## config.mk

```make
export PLATFORM = sky130hd
export DESIGN_NAME = qcs_dyn_pre_gen_mc
export DESIGN_NICKNAME = d
export VERILOG_FILES = /design/src/rtl/qcs_dyn_pre_gen_pkg.sv /design/src/rtl/qcs_dyn_pre_gen_rom.sv /design/src/rtl/qcs_dyn_pre_gen_mc.sv
export SDC_FILE = /design/constraint.sdc
export NUM_CORES = 1
export LEC_CHECK = 0
export ABC_AREA = 1
export CAP_MARGIN = 20
export CORE_MARGIN = 2
export CORE_UTILIZATION = 45
export CTS_BUF_LIST = sky130_fd_sc_hd__clkbuf_16
export CTS_CLUSTER_DIAMETER = 120
export DETAILED_ROUTE_END_ITERATION = 12
export HOLD_SLACK_MARGIN = 0.12
export PLACE_DENSITY_LB_ADDON = 0.1
export SYNTH_ARGS = -nofsm -noshare
export SYNTH_HDL_FRONTEND = slang
export SYNTH_HIERARCHICAL = 1
export SYNTH_SLANG_ARGS = --single-unit
```

## constraint.sdc

```tcl
create_clock -name clk -period 6.7 [get_ports clk]
set_input_delay 1.34 -clock clk [delete_from_list [all_inputs] [get_ports clk]]
set_output_delay 1.34 -clock clk [all_outputs]
set_load 0.01 [all_outputs]
```

## src/rtl/qcs_dyn_pre_gen_pkg.sv

```systemverilog
// Shared types and constant tables for the dynamic HT preamble generator.
package qcs_dyn_pre_gen_pkg;

  typedef enum logic [1:0] {
    ST_IDLE  = 2'd0,
    ST_RUN   = 2'd1,
    ST_DRAIN = 2'd2,
    ST_DONE  = 2'd3
  } state_e;

  typedef enum logic {
    MODE_DIRECT = 1'b0,  // every stream uses sign +1
    MODE_HT     = 1'b1   // HT P-matrix signs applied per symbol
  } mode_e;

  // P-matrix as negate flags: bit n of row k set means P[k][n] = -1.
  // Rows: {+1,-1,+1,+1}, {+1,+1,-1,+1}, {+1,+1,+1,-1}, {-1,+1,+1,+1}.
  localparam logic [0:3][3:0] P_NEG = {4'b0010, 4'b0100, 4'b1000, 4'b0001};

  // Cyclic shift (in samples) applied to each output channel.
  localparam logic [0:3][3:0] CSD = {4'd0, 4'd8, 4'd4, 4'd12};

  // Number of training symbols for a given streams-minus-one value.
  function automatic logic [2:0] sym_count(input logic [1:0] num_sts);
    case (num_sts)
      2'd0:    return 3'd1;
      2'd1:    return 3'd2;
      default: return 3'd4;
    endcase
  endfunction

endpackage

```

## src/rtl/qcs_dyn_pre_gen_rom.sv

```systemverilog
// LTF time-domain table, FFT_LEN entries of {I,Q}, one registered read port
// per channel. Table contents are a deterministic I ramp (entry 0 is the most
// negative code) and a permuted Q ramp; requires FFT_LEN <= 2**DW.
module qcs_dyn_pre_gen_rom #(
  parameter int DW      = 12,
  parameter int FFT_LEN = 64,
  parameter int NCH     = 4,
  localparam int AW     = $clog2(FFT_LEN)
) (
  input  logic                          clk,
  input  logic [NCH-1:0][AW-1:0]        addr,
  output logic [NCH-1:0][2*DW-1:0]      rd_data
);

  logic [2*DW-1:0] rom_mem [FFT_LEN];

  function automatic logic [2*DW-1:0] ltf_word(input int j);
    int step, half, iv, qv;
    step = (1 << DW) / FFT_LEN;
    half = 1 << (DW - 1);
    iv   = j * step - half;
    qv   = ((j * 23 + 7) % FFT_LEN) * step - half;
    return {DW'(iv), DW'(qv)};
  endfunction

  for (genvar j = 0; j < FFT_LEN; j++) begin : g_tab
    assign rom_mem[j] = ltf_word(j);
  end

  // Synchronous read, one port per channel.
  // NOTE: table and read registers carry no reset; a valid bit downstream qualifies the data.
  always_ff @(posedge clk) begin
    for (int k = 0; k < NCH; k++) rd_data[k] <= rom_mem[addr[k]];
  end

endmodule

```

## src/rtl/qcs_dyn_pre_gen_mc.sv

```systemverilog
// Multi-channel HT-LTF preamble generator: walks CP+body samples per symbol,
// applies per-channel cyclic shift and P-matrix sign, two-cycle latency.
module qcs_dyn_pre_gen_mc
  import qcs_dyn_pre_gen_pkg::*;
#(
  parameter int DW      = 12,
  parameter int NCH     = 4,
  parameter int FFT_LEN = 64,
  parameter int CP_LEN  = 16
) (
  input  logic              clk,
  input  logic              reset,
  input  logic              start,
  input  logic              abort,
  input  logic              mode,
  input  logic [1:0]        num_sts,
  input  logic              nhtp_re,
  output logic [NCH*DW-1:0] data_i,
  output logic [NCH*DW-1:0] data_q,
  output logic              out_valid,
  output logic              busy,
  output logic              done
);

  localparam int AW      = $clog2(FFT_LEN);
  localparam int SYM_LEN = CP_LEN + FFT_LEN;
  localparam int SW      = $clog2(SYM_LEN);
  localparam logic [SW-1:0] S_LAST = SW'(SYM_LEN - 1);

  state_e                    state, state_nxt;
  logic [SW-1:0]             s;
  logic [2:0]                n;
  mode_e                     mode_r;
  logic [1:0]                nsts_r;
  logic                      start_ok, accept, last_issue, kill;
  logic                      v1;
  logic [1:0]                n1;
  logic [NCH-1:0][AW-1:0]    rom_addr;
  logic [NCH-1:0][2*DW-1:0]  rom_q;
  logic [NCH*DW-1:0]         i_nxt, q_nxt;

  function automatic logic [DW-1:0] sat_neg(input logic [DW-1:0] x);
    if (x == {1'b1, {(DW-1){1'b0}}}) return {1'b0, {(DW-1){1'b1}}};
    return -x;
  endfunction

  assign start_ok   = (state == ST_IDLE) && start && !abort;
  assign kill       = abort && (state != ST_IDLE);
  assign accept     = (state == ST_RUN) && nhtp_re && !abort;
  assign last_issue = accept && (s == S_LAST) && (n == sym_count(nsts_r) - 3'd1);

  // State register plus registered busy/done decoded from the next state.
  // NOTE: sequential state uses non-blocking assignments so every flop samples pre-edge values.
  always_ff @(posedge clk or posedge reset) begin
    if (reset) begin
      state <= ST_IDLE;
      busy  <= 1'b0;
      done  <= 1'b0;
    end else begin
      state <= state_nxt;
      busy  <= (state_nxt != ST_IDLE);
      done  <= (state_nxt == ST_DONE);
    end
  end

  // Next-state logic; abort wins over every other transition.
  // NOTE: default assignment first so no path leaves state_nxt unassigned (no latch).
  always_comb begin
    state_nxt = state;
    unique case (state)
      ST_IDLE:  if (start_ok) state_nxt = ST_RUN;
      ST_RUN:   if (abort) state_nxt = ST_IDLE;
                else if (last_issue) state_nxt = ST_DRAIN;
      ST_DRAIN: if (abort) state_nxt = ST_IDLE;
                else if (!v1) state_nxt = ST_DONE;
      ST_DONE:  state_nxt = ST_IDLE;
      default:  state_nxt = ST_IDLE;
    endcase
  end

  // Sample/symbol counters and per-preamble configuration latch.
  always_ff @(posedge clk or posedge reset) begin
    if (reset) begin
      s      <= '0;
      n      <= '0;
      mode_r <= MODE_DIRECT;
      nsts_r <= '0;
    end else if (start_ok) begin
      s      <= '0;
      n      <= '0;
      mode_r <= mode_e'(mode);
      nsts_r <= num_sts;
    end else if (accept) begin
      if (s == S_LAST) begin
        s <= '0;
        n <= n + 3'd1;
      end else begin
        s <= s + 1'b1;
      end
    end
  end

  // Table index per channel: (s - CP_LEN - CSD[k]) mod FFT_LEN via AW-bit wrap.
  always_comb begin
    rom_addr = '0;
    for (int k = 0; k < NCH; k++)
      rom_addr[k] = AW'(s) - AW'(CP_LEN) - AW'(CSD[k]);
  end

  qcs_dyn_pre_gen_rom #(
    .DW      (DW),
    .FFT_LEN (FFT_LEN),
    .NCH     (NCH)
  ) u_rom (
    .clk     (clk),
    .addr    (rom_addr),
    .rd_data (rom_q)
  );

  // Stage 1 tracks which issued sample (and its symbol) the ROM is returning.
  always_ff @(posedge clk or posedge reset) begin
    if (reset) begin
      v1 <= 1'b0;
      n1 <= '0;
    end else begin
      v1 <= accept;
      n1 <= n[1:0];
    end
  end

  // Sign and stream masking applied to the ROM words.
  always_comb begin
    i_nxt = '0;
    q_nxt = '0;
    for (int k = 0; k < NCH; k++) begin
      if (2'(k) <= nsts_r) begin
        if ((mode_r == MODE_HT) && P_NEG[k][n1]) begin
          i_nxt[k*DW +: DW] = sat_neg(rom_q[k][DW +: DW]);
          q_nxt[k*DW +: DW] = sat_neg(rom_q[k][0 +: DW]);
        end else begin
          i_nxt[k*DW +: DW] = rom_q[k][DW +: DW];
          q_nxt[k*DW +: DW] = rom_q[k][0 +: DW];
        end
      end
    end
  end

  // Output register; data holds its last value when no sample is presented.
  always_ff @(posedge clk or posedge reset) begin
    if (reset) begin
      out_valid <= 1'b0;
      data_i    <= '0;
      data_q    <= '0;
    end else begin
      out_valid <= v1 && !kill;
      if (v1 && !kill) begin
        data_i <= i_nxt;
        data_q <= q_nxt;
      end
    end
  end

endmodule

```

==> flow_results.org <==
** Worst hold path
- Instance count along the most critical hold path :: 0
- Classification of the worst-slack hold path :: reg2reg

** Timing
- The final max-slew violation count was 0.
- Max-Slew Margin vs Limit :: 33.08%
- Based on the critical path, the design can be clocked at up to 304.7 MHz.
- Setup repair after global routing left no endpoint under its margin.
- The number of hold violations in the final report was 0.
- Dividing the final minimum period by the clock period gives 48.99%.
- For the pin with the worst max-slew slack, the measured transition is 1.003 ns.
- Setup violations remaining at the end of the flow were counted as 0.
- On the final layout, the worst clock skew is 0.008972 ns.
- The clock period could shrink to 3.282 ns.
- After routing, the total negative slack on setup checks comes to 0 ns.
- Worst setup slack after layout :: 3.418 ns

** GRT
- After global routing, the most crowded layer is met2.
- The via count of the first global-routing pass was 7532.
- Global-route wire length before repair :: 34.69 mm
- The initial antenna violation count came to 0.
- GRT met1 Usage :: 24.38%
- Entering global routing, the biggest net connects 78 pins.
- In the global route stage, met2 resource usage came out at 33.94%.
- Met3 Track Usage GR :: 3.528%
- Global routing consumed, over all layers together, 19.24% of the routing resources.
- After global routing the overflow that remains totals 0.

** Worst setup path
- At the worst endpoint, the arrival time is 3.59 ns.
- Worst-path cell with the longest stage delay :: sky130_fd_sc_hd__a21oi_1
- The worst setup path is of the in2reg kind.
- Crit path launch type :: input pin
- Most frequent cell on the critical path :: sky130_fd_sc_hd__inv_1
- Highest cell delay on the worst timing path :: 0.85 ns
- Worst path depth :: 8
- The signal on the critical path passes through clkdlybuf4s50_1, inv_1, o21ai_4, buf_4, a21oi_1, nand3_1, o21ai_0, inv_1.
- Together, buffers and inverters on the worst path number 4.
- STA classifies the critical path endpoint as a register.
- The setup check on the worst reg-to-reg path leaves a slack of 4.25 ns.
- Data required time at the worst endpoint :: 7.01 ns
- The number of cells on the worst reg-to-reg path is 7.
- Critical path fanouts, max :: 77
- Among cell families on the critical path, the largest total delay comes from compound AO/OA/AOI/OAI gates.

** Pwr
- Net switching component of the power :: 0.8724 mW
- Share of total power in the clock network :: 31.7%
- Power density of the placed cells :: 267.2 nW/um^2
- In this run, the combinational gates consume 25.3% of the power.
- Leakage power of the design :: 5.679 nW
- IR drop worst, VDD :: 0.0001646 V
- Part of the total power dissipated in sequential elements :: 43.0%
- Net switching is 29.55% of the power.
- The internal portion of the total power is 2.080 mW.

** Finish
- In the final layout, flip-flops and latches occupy 3889 sq um.
- Leaving out fill and tap cells, the most frequent cells in the layout are 423 x sky130_fd_sc_hd__nand2_1, 162 x sky130_fd_sc_hd__inv_1, 126 x sky130_fd_sc_hd__nand3_1.
- Measured on the finished design, the core utilization comes to 54.43%.
- Total area of multi-input combinational cells :: 4556 sq um
- Number of antenna cells inserted :: 0
- Layout filler cell count :: 2015
- The library cell used most frequently in the layout, excluding fill and tap cells, is sky130_fd_sc_hd__nand2_1.
- Number of nets in the layout :: 1453
- Layout cells sized above 1 :: 3.371%
- The area growth from synthesis to layout is 18.09%.

** Synthesis
- sky130_fd_sc_hd__dfrtp_1 takes more of the synthesized area than any other cell.
- Synthesis produced a netlist whose cell count is 1310.
- Syn Std Cell Area :: 9356 sq um
- Number of warnings printed during yosys synthesis :: 6
- Commonest register cell after synthesis :: sky130_fd_sc_hd__dfrtp_1
- Count of flip-flops with a built-in enable after synthesis :: 0
- Ranked by total cell area, the synthesized netlist is headed by sky130_fd_sc_hd__dfrtp_1 31%, sky130_fd_sc_hd__nand2_1 17%, sky130_fd_sc_hd__dfxtp_1 10%.
- Proportion of register bits with asynchronous set or reset after synthesis :: 70.91%
- In this run, synthesis produced a sequential element count of 165.
- Cell variety after synth :: 37
- In this run the biggest area consumer among cell types represents 31.29% of the synthesized area.
- Sequential fraction of the synthesis area :: 41.56%
- Average cell area after synthesis :: 7.142 sq um

** Routing
- Avg Vias per Cell :: 4.744
- For this run, design rule violations remaining after detail routing come to 0.
- Router iterations before antenna repair :: 5
- Total Routed Length :: 20.28 mm
- Detailed-route via count :: 8036
- In this run the remaining antenna-violating nets after routing total 0.
- 1st-iter DRT viols :: 509
- In the final routed layout, each cell accounts on average for 11.97 um.

** Clock network
- Maximum number of buffers from clock root to sink :: 2
- The H-tree was split into 4 levels.
- Number of buffers created by CTS :: 17
- Gates resized during post-CTS repair numbered 0.
- TritonCTS clock tree :: done
- Clock-pin slew was measured on the worst setup and hold paths at 0.06 ns.
- Skew-Pair Late Insertion Delay :: 0.42 ns
- Hold bufs inserted after CTS :: 0
- # clock sinks :: 165
- Number of setup buffers added after CTS :: 0
- Cell at the root of the clock tree :: sky130_fd_sc_hd__clkbuf_16

** Die
- For this design the top-level I/O count stands at 107.
- The core region is 20300 sq um.
- Once the floorplan was initialized, standard cells occupied 46.09% of the core.
- Total die area :: 21960 sq um
- Die Y :: 148.2 um
- The floorplan has 52 rows.
- X dimension of the die :: 148.2 um

** Place
- Timing analysis after detailed placement gives a worst setup slack of 2.990 ns.
- Final weighted congestion in routability-driven placement :: 0.8492
- Input and output buffers added on the ports amount to 106.
- After legalization and detailed placement, the total HPWL measured 14.04 mm.

** Job
- Max-cap violations in this run came to 0.

** Outcome
- The run finished with clean final reports.
-- layer usage --
metal | wire length (um) | share of wire [%]
met3 | 575 | 2.8
met2 | 10070 | 50
met5 | 0 | 0
met4 | 191 | 0.94
met1 | 9438 | 47
-- kinds of logic after synthesis --
logic type               count (synthesis)  share of synthesized area [%]
AND/OR/NAND/NOR                        709                          31.60
buffers and inverters                  237                          11.71
flip-flops                             165                          41.56
AO/OA/AOI/OAI                          133                          7.636
adder cells (fa/ha/maj)                 34                          4.547
XOR/XNOR                                31                          2.902
other                                    1                        0.04008
-- registers in the layout (all words and copies together) (netlist names) --
name,count
data_i,48
data_q,48
u_rom/rd_data,48
s,7
n,3
n1,2
nsts_r,2
state,2
busy,1
done,1
mode_r,1
out_valid,1
v1,1
-- stage by stage --
stage | power [mW] | area, sq um | hold WS [ns] | instances
6_report | 2.952 | 11050 | 0.4388 | 1694
3_5_place_dp | 2.032 | 10480 | 0.4224 | 1662
2_1_floorplan | 1.692 | 9533 | 0.3999 | 1357
3_3_place_gp | 2.027 | 10480 | 0.4248 | 1662
5_1_grt | 3.143 | 11050 | 0.4592 | 1694
4_1_cts | 2.982 | 11050 | 0.4377 | 1694
-- cell usage after synthesis, types with 15 or more instances --
cell / instances
sky130_fd_sc_hd__a21oi_1: 20
sky130_fd_sc_hd__buf_2: 15
sky130_fd_sc_hd__buf_4: 50
sky130_fd_sc_hd__dfrtp_1: 117
sky130_fd_sc_hd__dfxtp_1: 48
sky130_fd_sc_hd__ha_1: 34
sky130_fd_sc_hd__inv_1: 158
sky130_fd_sc_hd__nand2_1: 423
sky130_fd_sc_hd__nand3_1: 126
sky130_fd_sc_hd__nor2_1: 107
sky130_fd_sc_hd__nor3_1: 15
sky130_fd_sc_hd__o21ai_0: 83
sky130_fd_sc_hd__xor2_1: 22
-- final cells by class --
cell class / count / area share [%]
Clock buffer: 19 / 4.303
Sequential cell: 165 / 35.19
Multi-Input combinational cell: 955 / 41.23
Timing Repair Buffer: 110 / 9.874
Clock inverter: 13 / 0.8153
Inverter: 162 / 5.526
Tap cell: 270 / 3.057
-- worst paths after layout --
| kind | endpoint | start |
|---|---|---|
| max | data_q[9]$_DFFE_PP0P_ | abort |
| min | n1[0]$_DFF_PP0_ | n[0]$_DFFE_PP0P_ |
| max reg2reg | data_q[9]$_DFFE_PP0P_ | state[1]$_DFF_PP0_ |
| min reg2reg | n1[0]$_DFF_PP0_ | n[0]$_DFFE_PP0P_ |
| max in group asynchronous | data_q[0]$_DFFE_PP0P_ | reset |
| min in group asynchronous | data_q[44]$_DFFE_PP0P_ | reset |
-- worst register-to-register path, delay by kind of cell (launching register included) --
family                 cells  cell delay (ns)
AOI/OAI and AO/OA          3             1.07
buffers and inverters      2             0.43
DFF                        1             0.42
and+or+nand+nor            2             0.42
-- power groups by stage --
stage | sequential [mW] | clock (mW) | combinational, mW
4_1_cts | 1.27 | 0.962 | 0.748
3_3_place_gp | 1.29 | 0 | 0.737
2_1_floorplan | 1.33 | 0 | 0.359
5_1_grt | 1.29 | 1.01 | 0.842
3_5_place_dp | 1.29 | 0 | 0.744
6_report | 1.27 | 0.937 | 0.746
(Power assumes the default switching activity.)
